==> config.mk <==
export PLATFORM = sky130hd
export DESIGN_NAME = pll_lock_supervisor
export DESIGN_NICKNAME = d
export VERILOG_FILES = /design/src/rtl/pll_lock_supervisor.sv
export SDC_FILE = /design/constraint.sdc
export NUM_CORES = 1
export LEC_CHECK = 0
export CORE_MARGIN = 4
export CORE_UTILIZATION = 53
export CTS_BUF_LIST = sky130_fd_sc_hd__clkbuf_8
export DETAILED_ROUTE_END_ITERATION = 7
export PLACE_DENSITY = 0.8
export SYNTH_ARGS = -nofsm -noshare
export SYNTH_HDL_FRONTEND = slang
export SYNTH_SLANG_ARGS = --single-unit
==> constraint.sdc <==
create_clock -name clk -period 2.6 [get_ports clk]
set_input_delay 0.39 -clock clk [delete_from_list [all_inputs] [get_ports clk]]
set_output_delay 0.39 -clock clk [all_outputs]
set_load 0.02 [all_outputs]
==> src/rtl/pll_lock_supervisor.sv <==
// PLL lock supervisor: sequences the PLL reset, qualifies LOCK over a
// stability window, retries on timeout and releases the system reset.
module pll_lock_supervisor #(
  parameter int unsigned RESET_CYCLES  = 16,
  parameter int unsigned LOCK_TIMEOUT  = 65536,
  parameter int unsigned STABLE_CYCLES = 1024,
  parameter int unsigned MAX_RETRIES   = 7,
  parameter int unsigned SYNC_STAGES   = 2,
  localparam int unsigned RETRY_W = (MAX_RETRIES > 0) ? $clog2(MAX_RETRIES + 1) : 1
) (
  input  logic               clk,
  input  logic               rst_n,
  input  logic               lock_in,
  input  logic               retry_req,
  output logic               pll_reset,
  output logic               sys_rst_n,
  output logic               locked_ok,
  output logic               fail,
  output logic [RETRY_W-1:0] retry_cnt,
  output logic [7:0]         lock_loss_cnt
);

  localparam int unsigned MAX_RS  = (RESET_CYCLES > STABLE_CYCLES) ? RESET_CYCLES : STABLE_CYCLES;
  localparam int unsigned CNT_MAX = (LOCK_TIMEOUT > MAX_RS) ? LOCK_TIMEOUT : MAX_RS;
  localparam int unsigned CNT_W   = (CNT_MAX > 1) ? $clog2(CNT_MAX) : 1;

  localparam logic [CNT_W-1:0]   RST_LAST    = CNT_W'(RESET_CYCLES - 1);
  localparam logic [CNT_W-1:0]   WAIT_LAST   = CNT_W'(LOCK_TIMEOUT - 1);
  localparam logic [CNT_W-1:0]   STABLE_LAST = CNT_W'(STABLE_CYCLES - 1);
  localparam logic [RETRY_W-1:0] RETRY_MAX   = RETRY_W'(MAX_RETRIES);

  typedef enum logic [2:0] {
    S_RST,
    S_WAIT,
    S_STABLE,
    S_RUN,
    S_FAIL
  } state_t;

  state_t               state, state_d;
  logic [CNT_W-1:0]     cnt, cnt_d;
  logic [RETRY_W-1:0]   retry_d;
  logic [7:0]           loss_d;
  logic [SYNC_STAGES-1:0] sync_q;
  logic                 lock_s;
  logic                 pll_reset_d, sys_rst_n_d, locked_ok_d, fail_d;

  assign lock_s = sync_q[SYNC_STAGES-1];

  // Bring the asynchronous PLL LOCK into the clk domain
  always_ff @(posedge clk or negedge rst_n) begin
    if (!rst_n) sync_q <= '0;
    else        sync_q <= {sync_q[SYNC_STAGES-2:0], lock_in};
  end

  // State, counters and registered outputs
  always_ff @(posedge clk or negedge rst_n) begin
    if (!rst_n) begin
      state         <= S_RST;
      cnt           <= '0;
      retry_cnt     <= '0;
      lock_loss_cnt <= '0;
      pll_reset     <= 1'b1;
      sys_rst_n     <= 1'b0;
      locked_ok     <= 1'b0;
      fail          <= 1'b0;
    end else begin
      state         <= state_d;
      cnt           <= cnt_d;
      retry_cnt     <= retry_d;
      lock_loss_cnt <= loss_d;
      pll_reset     <= pll_reset_d;
      sys_rst_n     <= sys_rst_n_d;
      locked_ok     <= locked_ok_d;
      fail          <= fail_d;
    end
  end

  // Next-state and counter update; lock wins over timeout, a drop wins over completion
  always_comb begin
    state_d = state;
    cnt_d   = cnt;
    retry_d = retry_cnt;
    loss_d  = lock_loss_cnt;
    case (state)
      S_RST: begin
        if (cnt == RST_LAST) begin
          state_d = S_WAIT;
          cnt_d   = '0;
        end else begin
          cnt_d = cnt + CNT_W'(1);
        end
      end
      S_WAIT: begin
        if (lock_s) begin
          state_d = S_STABLE;
          cnt_d   = '0;
        end else if (cnt == WAIT_LAST) begin
          cnt_d = '0;
          if (retry_cnt == RETRY_MAX) begin
            state_d = S_FAIL;
          end else begin
            state_d = S_RST;
            retry_d = retry_cnt + RETRY_W'(1);
          end
        end else begin
          cnt_d = cnt + CNT_W'(1);
        end
      end
      S_STABLE: begin
        if (!lock_s) begin
          state_d = S_WAIT;
          cnt_d   = '0;
        end else if (cnt == STABLE_LAST) begin
          state_d = S_RUN;
          cnt_d   = '0;
          retry_d = '0;
        end else begin
          cnt_d = cnt + CNT_W'(1);
        end
      end
      S_RUN: begin
        if (!lock_s) begin
          state_d = S_RST;
          cnt_d   = '0;
          if (lock_loss_cnt != '1) loss_d = lock_loss_cnt + 8'd1;
        end
      end
      S_FAIL: begin
        if (retry_req) begin
          state_d = S_RST;
          cnt_d   = '0;
          retry_d = '0;
        end
      end
      default: begin
        state_d = S_RST;
        cnt_d   = '0;
      end
    endcase
  end

  // Outputs decoded from the next state so they switch on the same edge as state
  always_comb begin
    pll_reset_d = (state_d == S_RST) || (state_d == S_FAIL);
    sys_rst_n_d = (state_d == S_RUN);
    locked_ok_d = (state_d == S_RUN);
    fail_d      = (state_d == S_FAIL);
  end

endmodule
; ---- After elaboration in Yosys (flattened, before gate mapping)
; Index checks and enable logic that the tools add are counted.
[totals]
regBits = 35
in_bits = 4
out_inout_bits = 15
word_cells = 61
[op_classes]
n_addsub = 3
n_eq_ne = 18
n_mux = 24
n_bitwise = 1
n_reduce_logical = 7
[ops]
columns = cell, count
row1 = 16-bit two-way mux, 7
row2 = 16-bit one-hot mux with 5 select lines, 1
row3 = 3-bit two-way mux, 14
row4 = "16-bit by 1-bit adder with 16-bit output, second input constant", 1
row5 = "16-bit by 10-bit == test with 1-bit output, second input constant", 1
row6 = "16-bit == test, second input constant", 1
row7 = "16-bit by 4-bit == test with 1-bit output, second input constant", 1
row8 = 3-bit one-hot mux with 5 select lines, 1
row9 = "2-bit != test, second input constant", 7
row10 = "3-bit by 2-bit == test with 1-bit output, second input constant", 3
row11 = "3-bit == test, second input constant", 3
row12 = 3-bit one-hot mux with 3 select lines, 1
row13 = "8-bit by 1-bit adder with 8-bit output, second input constant", 1
row14 = "8-bit != test, second input constant", 1
row15 = 7-bit AND reduction, 1
row16 = 3-bit logical NOT, 2
row17 = "3-bit by 1-bit adder with 3-bit output, second input constant", 1
row18 = "3-bit by 1-bit == test with 1-bit output, second input constant", 1
row19 = 3-bit AND reduction, 1
row20 = 3-bit nonzero test, 1
row21 = 2-bit AND reduction, 1
row22 = 1-bit logical OR, 1
row23 = 1-bit inverter, 1

; ---- Depth between registers and ports, before layout
; Gate-level depths: netlist of run 1.
[logic_depth]
ltp_word = 7
mapped_depth = 8
ltp_nobuf = 6

; ---- Worst setup path before layout of run 1
; No wires, ideal clock.
[synth_timing]
path_kind = reg-to-reg
start = reg cnt[11]
end = reg cnt[13]
t_arrival_ns = 2.261
required_time_ns = 2.466
path_slack_ns = 0.205
path_stages_with_launch = 8
n_path_buf = 2
cell_sequence = dfrtp_1 or4_4 or4_1 and3b_1 buf_6 nor4_4 buf_6 o32ai_1
[synth_between]
elab_chain_len = 4
elab_cells_between_ends = 10
[synth_rtl]
columns = item, line
row1 = start: declaration, 41  ; logic [CNT_W-1:0] cnt, cnt_d;
row2 = start signal: assignment, 69  ; cnt <= cnt_d;
row3 = 16-bit by 1-bit adder with 16-bit output (tied with other cells), "91, 107, 119"
row4 = 16-bit two-way mux (on tied branches), "114, 98"
row5 = 16-bit two-way mux (on tied branches), "111, 95"
row6 = 16-bit one-hot mux with 5 select lines *, 85  ; case (state)
; Mark *: on every way between the ends. The rest lies on a longest branch, timed or not.
; A chain may end at the register's enable or synchronous reset.

; ---- Worst setup path in the final report of run 1
[layout_timing]
start = reg cnt[12]
end = reg cnt[15]
; Same word-level chain as after synthesis.

==> impl_results.md, run 1 <==
- Final slew viol count: 0
- Cell area power density: just under 500 mW/mm²
- Critical Path AT: roughly 2600 ps
- Setup crit end kind: flip-flop
- Post-synth EDFFs: 0
- Global-route wire length before repair: roughly 6600 µm
- Sinks on Clock Net: 35
- Post-synthesis adder-cell area fraction: ~2.7%
- Area Overhead vs Synth: 20.2%
- Max_cap viols: 0
- Min Hold Slack: approximately 380 ps
- YS warnings: 0
- Maximum clock insertion buffer count: 2
- Initial Util: ~55%
- Die height: around 67 µm
- Final WS setup: 114 ps
- WP data required: approximately 2800 ps
- Worst Reg-to-Reg Cells: 6
- Grt total ovfl: 0
- Mux contribution to synthesized area: 1.78%
- Final nets: 213
- Final Total Pwr: 1.06 mW
- Post-synth cell types: about 50
- Post-synthesis compound-gate area fraction: around 14%
- Synthesized netlist net count: roughly 190
- Cell count after synthesis: 180
- Hold path depth: 0
- Critical path startpoint category: flip-flop
- Fillers: between 200 and 300
- CTS tree: done
- Slew @ Worst Pin: around 730 ps
- Total number of vias: between 1500 and 2000
- WL met3: 205 µm
- Hpwl dp: between 2000 and 3000 µm
- Outcome: finished clean
- Clock Tree Root: clkbuf_8
- Top_reg_cell synth: dfrtp_1
- # IOs: 19
- Cells after DPL: 244
- Largest net degree at the start of global routing: 36
- Rows: 21
- Met1 wire length: roughly 1700 µm
- IO Port Bufs: 18
- Setup slack, reg-to-reg: ~110 ps
- Critical Path, Cell by Cell: or4_4 -> or4_1 -> and3b_2 -> nor4_4 -> buf_4 -> o21ai_0
- DP Area: 0.00207 mm²
- RSZ-0062 raised after global routing: no
- Ys async rst share: 100%
- Critical path peak fanout: 11
- Cell Count, Final, Fillers Out: around 250
- CP peak stage delay: 560 ps
- Skew-Pair Late Insertion Delay: around 280 ps
- Setup Fix Bufs, Post-CTS: 0
- CTS Buf Count: 5
- Min cycle time layout: 2490 ps
- Hold Crit Start: sync_q[0]
- First drt pass iteration count: 4
- Design Area, Final: roughly 0.0022 mm²
- Layout cells sized above 1: 12.1%
- Initial drt markers: a little under 80
- Fmax: approximately 400 MHz
- Final ANT Viol Nets: 0
- Hold Crit Endpoint: sync_q[1]
- Slew headroom: around 51%
- Vias per cell: 6.12
- Post-synthesis sequential area ratio: between 40% and 50%
- Pre-CTS setup slack: 115 ps
- Final Setup Violations: 0
- Die area: about 0.0045 mm²
- Fin. Hold Viols: 0
- Met2 wire len: ~2000 µm
- Largest family of logic cells by synthesized area: simple AND/OR/NAND/NOR gates
- Peak supply drop: 0.363 mV
- Routed wire length per instance: approximately 16 µm
- Worst hold path type: reg -> reg
- LEAKAGE: roughly 0.88 nW
- Synth Register Bits: 35
- Simple-gate portion of the synthesized area: around a quarter
- Initial antenna violation count: 0
- WL final: between 4000 and 5000 µm
- Core Util, Final: around 66%
- RR Endpoint: cnt[15]
- H-tree lvl count: 2
- Mapped Area: approximately 0.0018 mm²
- Final period util: roughly 96%
- Layout Skew: 2.08 ps
- Post-synthesis xor/xnor area fraction: under 10%
- CP Class: reg -> reg
- Total GRT Usage: 19.7%
- Drc violations: 0
- Vias in the first global route: ~1400
- Clock slew seen by the registers of the worst setup and hold paths: 70 ps
- R2r startpoint: cnt[12]
- GPL Wtd Cong: between 0.9 and 1
- Inserted Diodes: 0
- Setup tns final: 0 ps
- Highest metal used: met4
- Worst path slowest cell: or4_1
- Syn Area/Cell: between 10 and 15 µm²
- Die width: about 67 µm
- Core region area: about 0.0033 mm²
==> layout by cell type (no fill, tap or decap), types with 2 or more instances in the layout <==
cell / n
nand4_1: 4
a22o_1: 2
o22ai_1: 2
or3_1: 2
buf_4: 7
ha_1: 4
xor2_1: 5
and4b_1: 2
o32ai_1: 6
clkdlybuf4s50_1: 18
nand2_1: 17
mux2_2: 2
and2_1: 3
nor4b_1: 2
dfrtp_1: 34
o41ai_1: 2
a21oi_1: 2
a21o_1: 2
o31ai_1: 3
inv_1: 5
or2_2: 2
or4_1: 4
nor2_1: 12
xnor2_1: 3
nor4_1: 3
clkbuf_8: 6
nor3_1: 6
o311ai_0: 2
o21ai_0: 9
nand3_1: 9
o21ai_1: 5
==> worst max path at each step <==
stage                 start  endpoint  slack (ps)
floorplan           cnt[11]   cnt[13]         200
global placement    cnt[12]   cnt[15]         170
detailed placement  cnt[12]   cnt[15]         110
CTS                 cnt[12]   cnt[15]         110
global route        cnt[12]   cnt[15]          40
finish              cnt[12]   cnt[15]         110
==> cell usage after synthesis (all sizes together) (3+ instances only) <==
master  number  area, µm²
inv          5       18.8
or4          5       41.3
o31ai        3       22.5
nor2        12       45.0
dfrtp       34        851
nand4        4       25.0
o32ai        6       52.6
clkbuf       4       15.0
nand2       17       63.8
and2         3       18.8
xnor2        3       26.3
o21ai       14       70.1
ha           4       50.1
xor2         5       43.8
nor4         5       46.3
buf          3       30.0
nor3         7       46.3
nand3        9       45.0
==> per-layer routing <==
metal,track usage [%],vias up
li1,-,728
met1,24.4,756
met2,32.5,48
met3,5.40,11
met4,7.61,0
met5,0,-
==> registers in the layout, indices dropped and copies added, names as in the netlist <==
signal and count:
lock_loss_cnt 8, retry_cnt 3, locked_ok 1, cnt 16, pll_reset 1, sync_q 2, state 3, fail 1
==> power breakdown <==
group	switching (mW)	internal [mW]	total, mW
sequential	0.00166	0.546	0.548
clock	0.189	0.310	0.499
combinational	0.0111	0.00550	0.0165
==> critical path: cells and delay by family (launching register included) <==
family,cells,cell delay [ps]
and+or+nand+nor,4,1600
AOI/OAI and AO/OA,1,100
buffers and inverters,1,210
DFF,1,440
==> what timing repair did <==
action	CTS	global route
endpoints found under the setup margin	0	1
hold endpoints to repair	0	0
hold buffers	0	0
resized for setup	0	2
==> layout make-up <==
cell class	count	area [µm²]	share of cell area (%)
clock buffer	6	82.6	3.75
clock inverter	2	35.0	1.59
inverter	5	18.8	0.853
multi-input combinational	133	896	40.7
sequential	35	877	39.9
tap	46	57.6	2.62
timing repair buffer	25	233	10.6
==> logic make-up (layout without fill, tap and decap cells) <==
logic type	after synthesis	count (layout)
buffers and inverters	12	38
xor gates and xnor gates	8	8
DFF	35	35
muxes	3	3
AOI/OAI and AO/OA	38	38
and+or+nand+nor	80	80
adders and majority gates	4	4
Note: power is estimated with default switching activity, not from simulation.
==> run 2: changes to the inputs <==
--- a/config.mk
+++ b/config.mk
@@ -5,11 +5,10 @@
 export SDC_FILE = /design/constraint.sdc
 export NUM_CORES = 1
 export LEC_CHECK = 0
-export CORE_MARGIN = 4
-export CORE_UTILIZATION = 53
+export CORE_UTILIZATION = 45
 export CTS_BUF_LIST = sky130_fd_sc_hd__clkbuf_8
 export DETAILED_ROUTE_END_ITERATION = 7
-export PLACE_DENSITY = 0.8
+export PLACE_DENSITY = 0.7
 export SYNTH_ARGS = -nofsm -noshare
 export SYNTH_HDL_FRONTEND = slang
 export SYNTH_SLANG_ARGS = --single-unit
==> impl_results.md, run 2 (same netlist as run 1, synthesis figures left out) <==
- Outcome: finished clean
- Hpwl dp: ~3000 µm
- Total GRT Usage: 22.4%
- Fmax: between 300 and 400 MHz
- Initial drt markers: slightly below 100
- Critical path peak fanout: 8
- Worst path slowest cell: or4_4
- Critical path startpoint category: flip-flop
- Cell Count, Final, Fillers Out: 263
- LEAKAGE: roughly 0.92 nW
- Layout Skew: between 3 and 4 ps
- Slew @ Worst Pin: ~800 ps
- CP peak stage delay: between 500 and 600 ps
- Final period util: 99.2%
- Die area: roughly 0.0043 mm²
- Inserted Diodes: 0
- Die width: between 60 and 70 µm
- Clock slew seen by the registers of the worst setup and hold paths: ~70 ps
- Drc violations: 0
- Max_cap viols: 0
- Min cycle time layout: 2580 ps
- Most frequent cells in the layout: dfrtp_1 (33), clkdlybuf4s50_1 (18), nand2_1 (17)
- Largest net degree at the start of global routing: 36
- Area Overhead vs Synth: 23.1%
- Registers with the most flip-flops: cnt: 16 flops, lock_loss_cnt: 8 flops
- Initial antenna violation count: 0
- Final ANT Viol Nets: 0
- Routed wire length per instance: around 16 µm
- Core region area: between 0.003 and 0.004 mm²
- CP Class: reg -> reg
- Die height: roughly 66 µm
- Pre-CTS setup slack: approximately 20 ps
- Final Setup Violations: 0
- Vias in the first global route: around 1500
- R2r startpoint: cnt[12]
- IO Port Bufs: 18
- Slew headroom: 46.3%
- Final nets: approximately 220
- Final slew viol count: 0
- Setup crit end kind: flip-flop
- Skew-Pair Late Insertion Delay: about 290 ps
- Critical Path, Cell by Cell: or4_4 -> or4_4 -> and3b_2 -> nor4_4 -> buf_4 -> o32ai_1
- Initial Util: about 49%
- Most frequent CP cell: or4_4
- Rows: 22
- Worst Reg-to-Reg Cells: 6
- Layout cells sized above 1: between 10% and 20%
- Largest Register: cnt
- Hold Crit Endpoint: sync_q[1]
- Hold path depth: 0
- Critical Path AT: around 2700 ps
- CTS Hold Bufs: 0
- GPL Wtd Cong: roughly 0.9
- # IOs: 19
- Max reg flops: 16
- Fin. Hold Viols: 0
- CTS tree: done
- Maximum clock insertion buffer count: 2
- Worst hold path type: reg -> reg
- Cell area power density: 418 mW/mm²
- Hold Crit Start: sync_q[0]
- First drt pass iteration count: 4
- Most common cell after layout, fill and taps aside: dfrtp_1
- Min Hold Slack: around 350 ps
- Sinks on Clock Net: 35
- Cells after DPL: 248
- Setup tns final: 0 ps
- Setup slack, reg-to-reg: 20 ps
- RR Endpoint: cnt[13]
- Clock Tree Root: clkbuf_8
- Global-route wire length before repair: between 7000 and 8000 µm
- CTS Buf Count: 5
- WL final: between 4000 and 5000 µm
- Total number of vias: about 1600
- Fillers: 296
- Core Util, Final: about 60%
- Peak supply drop: about 0.35 mV
- H-tree lvl count: 2
- Final WS setup: about 21 ps
- Vias per cell: between 6 and 7
- Grt total ovfl: 0
- WP data required: between 2000 and 3000 ps
-- run 2: stage by stage --
step,instance area [µm²],total power [mW]
after floorplan,1830,0.558
after global placement,2090,0.575
after detailed placement,2090,0.575
after CTS,2180,0.953
after global routing,2250,0.979
final,2250,0.942
-- run 2: what timing repair did --
action	in CTS	in global routing
gates cloned	0	1
endpoints found under the hold margin	0	0
resized for setup	1	6
setup buffers	0	6
pin swaps	0	3
endpoints found under the setup margin	1	19
-- run 2: area by class of cell --
class | instances | area [µm²] | share of cell area, %
clock buffer | 5 | 68.8 | 3.06
sequential | 35 | 878 | 39.0
timing repair buffer | 34 | 304 | 13.5
tap | 48 | 60.1 | 2.67
clock inverter | 3 | 15.0 | 0.667
multi-input combinational | 133 | 907 | 40.3
inverter | 5 | 18.8 | 0.833
-- run 2: critical path, delay by kind of cell (launching register included) --
kind / cells / cell delay, ps
flops: 1 / 400
compound gates: 1 / 80
simple gates: 4 / 1760
buf+inv: 1 / 210
-- run 2: per-layer routing --
metal / part of all wire [%] / track usage (%) / vias up
met1: 42 / 29.1 / 774
met5: 0 / 0 / -
met4: 2.5 / 9.78 / 0
met3: 6.0 / 5.56 / 12
li1: - / - / 746
met2: 49 / 35.1 / 71
-- run 2: report_power, final --
group | switching (mW) | internal (mW)
Combinational | 0.0112 | 0.00583
Sequential | 0.00154 | 0.546
Clock | 0.195 | 0.183
Total | 0.208 | 0.735
-- run 2: worst max path at each step --
stage	end	slack [ps]	cells after the start	from
floorplan	cnt[13]	200	7	cnt[11]
global placement	cnt[15]	110	6	cnt[11]
detailed placement	cnt[4]	20	6	cnt[11]
CTS	cnt[4]	30	6	cnt[11]
global route	cnt[12]	-20	6	cnt[12]
finish	cnt[13]	20	6	cnt[12]
==> run 3: changes to the inputs <==
--- a/config.mk
+++ b/config.mk
@@ -8,7 +8,7 @@
 export CORE_UTILIZATION = 45
 export CTS_BUF_LIST = sky130_fd_sc_hd__clkbuf_8
 export DETAILED_ROUTE_END_ITERATION = 7
-export PLACE_DENSITY = 0.7
+export PLACE_DENSITY = 0.68
 export SYNTH_ARGS = -nofsm -noshare
 export SYNTH_HDL_FRONTEND = slang
 export SYNTH_SLANG_ARGS = --single-unit
==> constraint.sdc (replaced) <==
create_clock -name clk -period 2.9 [get_ports clk]
set_input_delay 0.435 -clock clk [delete_from_list [all_inputs] [get_ports clk]]
set_output_delay 0.435 -clock clk [all_outputs]
set_load 0.02 [all_outputs]
==> impl_results.md, run 3 (same netlist as run 1, synthesis figures left out) <==
- Fmax: 384 MHz
- Final period util: between 80% and 90%
- Inserted Diodes: 0
- Min Hold Slack: 366 ps
- Total number of vias: 1479
- Post-cts resize count: 0
- CTS Buf Count: 5
- Worst path slowest cell: or4_1
- R2r startpoint: cnt[11]
- Min cycle time layout: roughly 2600 ps
- Setup Fix Bufs, Post-CTS: 0
- CTS tree: done
- Skew-Pair Late Insertion Delay: approximately 290 ps
- Sinks on Clock Net: 35
- Maximum clock insertion buffer count: 2
- Critical path startpoint category: flip-flop
- Die height: around 66 µm
- LEAKAGE: roughly 0.84 nW
- Hold Crit Start: sync_q[0]
- Routed wire length per instance: ~15 µm
- First drt pass iteration count: 4
- Registers with the most flip-flops: cnt: 16 flops, lock_loss_cnt: 8 flops
- Slew headroom: around a quarter
- Critical Path, Cell by Cell: or4_4 -> or4_1 -> and3b_1 -> nor4_4 -> buf_4 -> o22ai_1
- # IOs: 19
- Rows: 22
- Critical Path AT: 2760 ps
- Peak supply drop: roughly 0.34 mV
- Total GRT Usage: 19.6%
- Global-route wire length before repair: between 6000 and 7000 µm
- GPL Wtd Cong: 0.956
- Drc violations: 0
- Worst hold path type: reg -> reg
- IO Port Bufs: 18
- Crit path from: cnt[11]
- Final slew viol count: 0
- Clock Tree Root: clkbuf_8
- Vias per cell: 5.94
- Setup tns final: 0 ps
- Final Setup Violations: 0
- Most common cell after layout, fill and taps aside: dfrtp_1
- Area Overhead vs Synth: 16.1%
- Die width: roughly 66 µm
- Max reg flops: 16
- CP peak stage delay: between 500 and 600 ps
- Hpwl dp: approximately 2700 µm
- Fin. Hold Viols: 0
- Die area: 0.00432 mm²
- Largest net degree at the start of global routing: 36
- Register area: 877 µm²
- Initial Util: around half
- Critical path peak fanout: 11
- Layout Skew: between 2 and 3 ps
- RSZ-0062 raised after global routing: no
- Vias in the first global route: ~1400
- WL final: between 3000 and 4000 µm
- CTS Hold Bufs: 0
- Final ANT Viol Nets: 0
- Outcome: finished clean
- Fillers: roughly 330
- Clock slew seen by the registers of the worst setup and hold paths: around 70 ps
- Largest Register: cnt
- Core region area: 0.00377 mm²
- Slew @ Worst Pin: 1100 ps
- Final nets: roughly 210
- Most frequent cells in the layout: dfrtp_1 (34), clkdlybuf4s50_1 (18), nand2_1 (17)
- CP Class: reg -> reg
- Initial drt markers: 54
- Max_cap viols: 0
- WP data required: just over 3000 ps
- H-tree lvl count: 2
- Grt total ovfl: 0
- Area of the multi-input gates: between 800 and 900 µm²
- Cell area power density: 399 mW/mm²
- Setup crit end kind: flip-flop
- Layout cells sized above 1: roughly 8.5%
- Initial antenna violation count: 0
==> run 3: per-layer routing <==
layer	global-route usage, %	up-vias	part of all wire (%)
met4	6.52	0	2.0
li1	-	716	-
met1	25.5	715	46
met3	4.69	8	4.5
met5	0	-	0
met2	31.8	40	48
==> run 3: path summary, 6_finish.rpt <==
path,end,slack (ps),depth (start not counted)
min in group asynchronous,cnt[15],540,2
max in group asynchronous,pll_reset,2020,2
worst max register to register,cnt[4],300,6
worst min register to register,sync_q[1],370,0
worst max-delay path,cnt[4],300,6
worst min-delay path,sync_q[1],370,0
==> run 3: metrics by stage <==
stage	area, µm²	std cells	setup slack [ps]	utilization [%]	power (mW)
global placement	2040	241	364	54.1	0.516
CTS	2120	249	300	56.3	0.855
global route	2120	249	111	56.3	0.871
floorplan	1830	180	505	-	0.500
finish	2120	249	298	56.3	0.847
detailed placement	2040	241	292	54.1	0.516
==> run 3: power breakdown <==
part           leakage (nW)  internal [mW]  switching, mW
clock                0.0453          0.164          0.177
sequential            0.415          0.489        0.00165
combinational         0.384        0.00493         0.0101
==> run 3: area by class of cell <==
| class | instances | area share, % |
|---|---|---|
| Tap cell | 48 | 2.83 |
| Timing Repair Buffer | 20 | 9.19 |
| Multi-Input combinational cell | 133 | 41.8 |
| Inverter | 5 | 0.883 |
| Clock inverter | 3 | 0.766 |
| Clock buffer | 5 | 3.24 |
| Sequential cell | 35 | 41.3 |
==> run 3: worst max-delay path, delay by kind of cell (launching register included) <==
family,cells,cell delay (ps)
buffers and inverters,1,220
AND/OR/NAND/NOR,4,1710
flip-flops,1,440
AO/OA/AOI/OAI,1,100
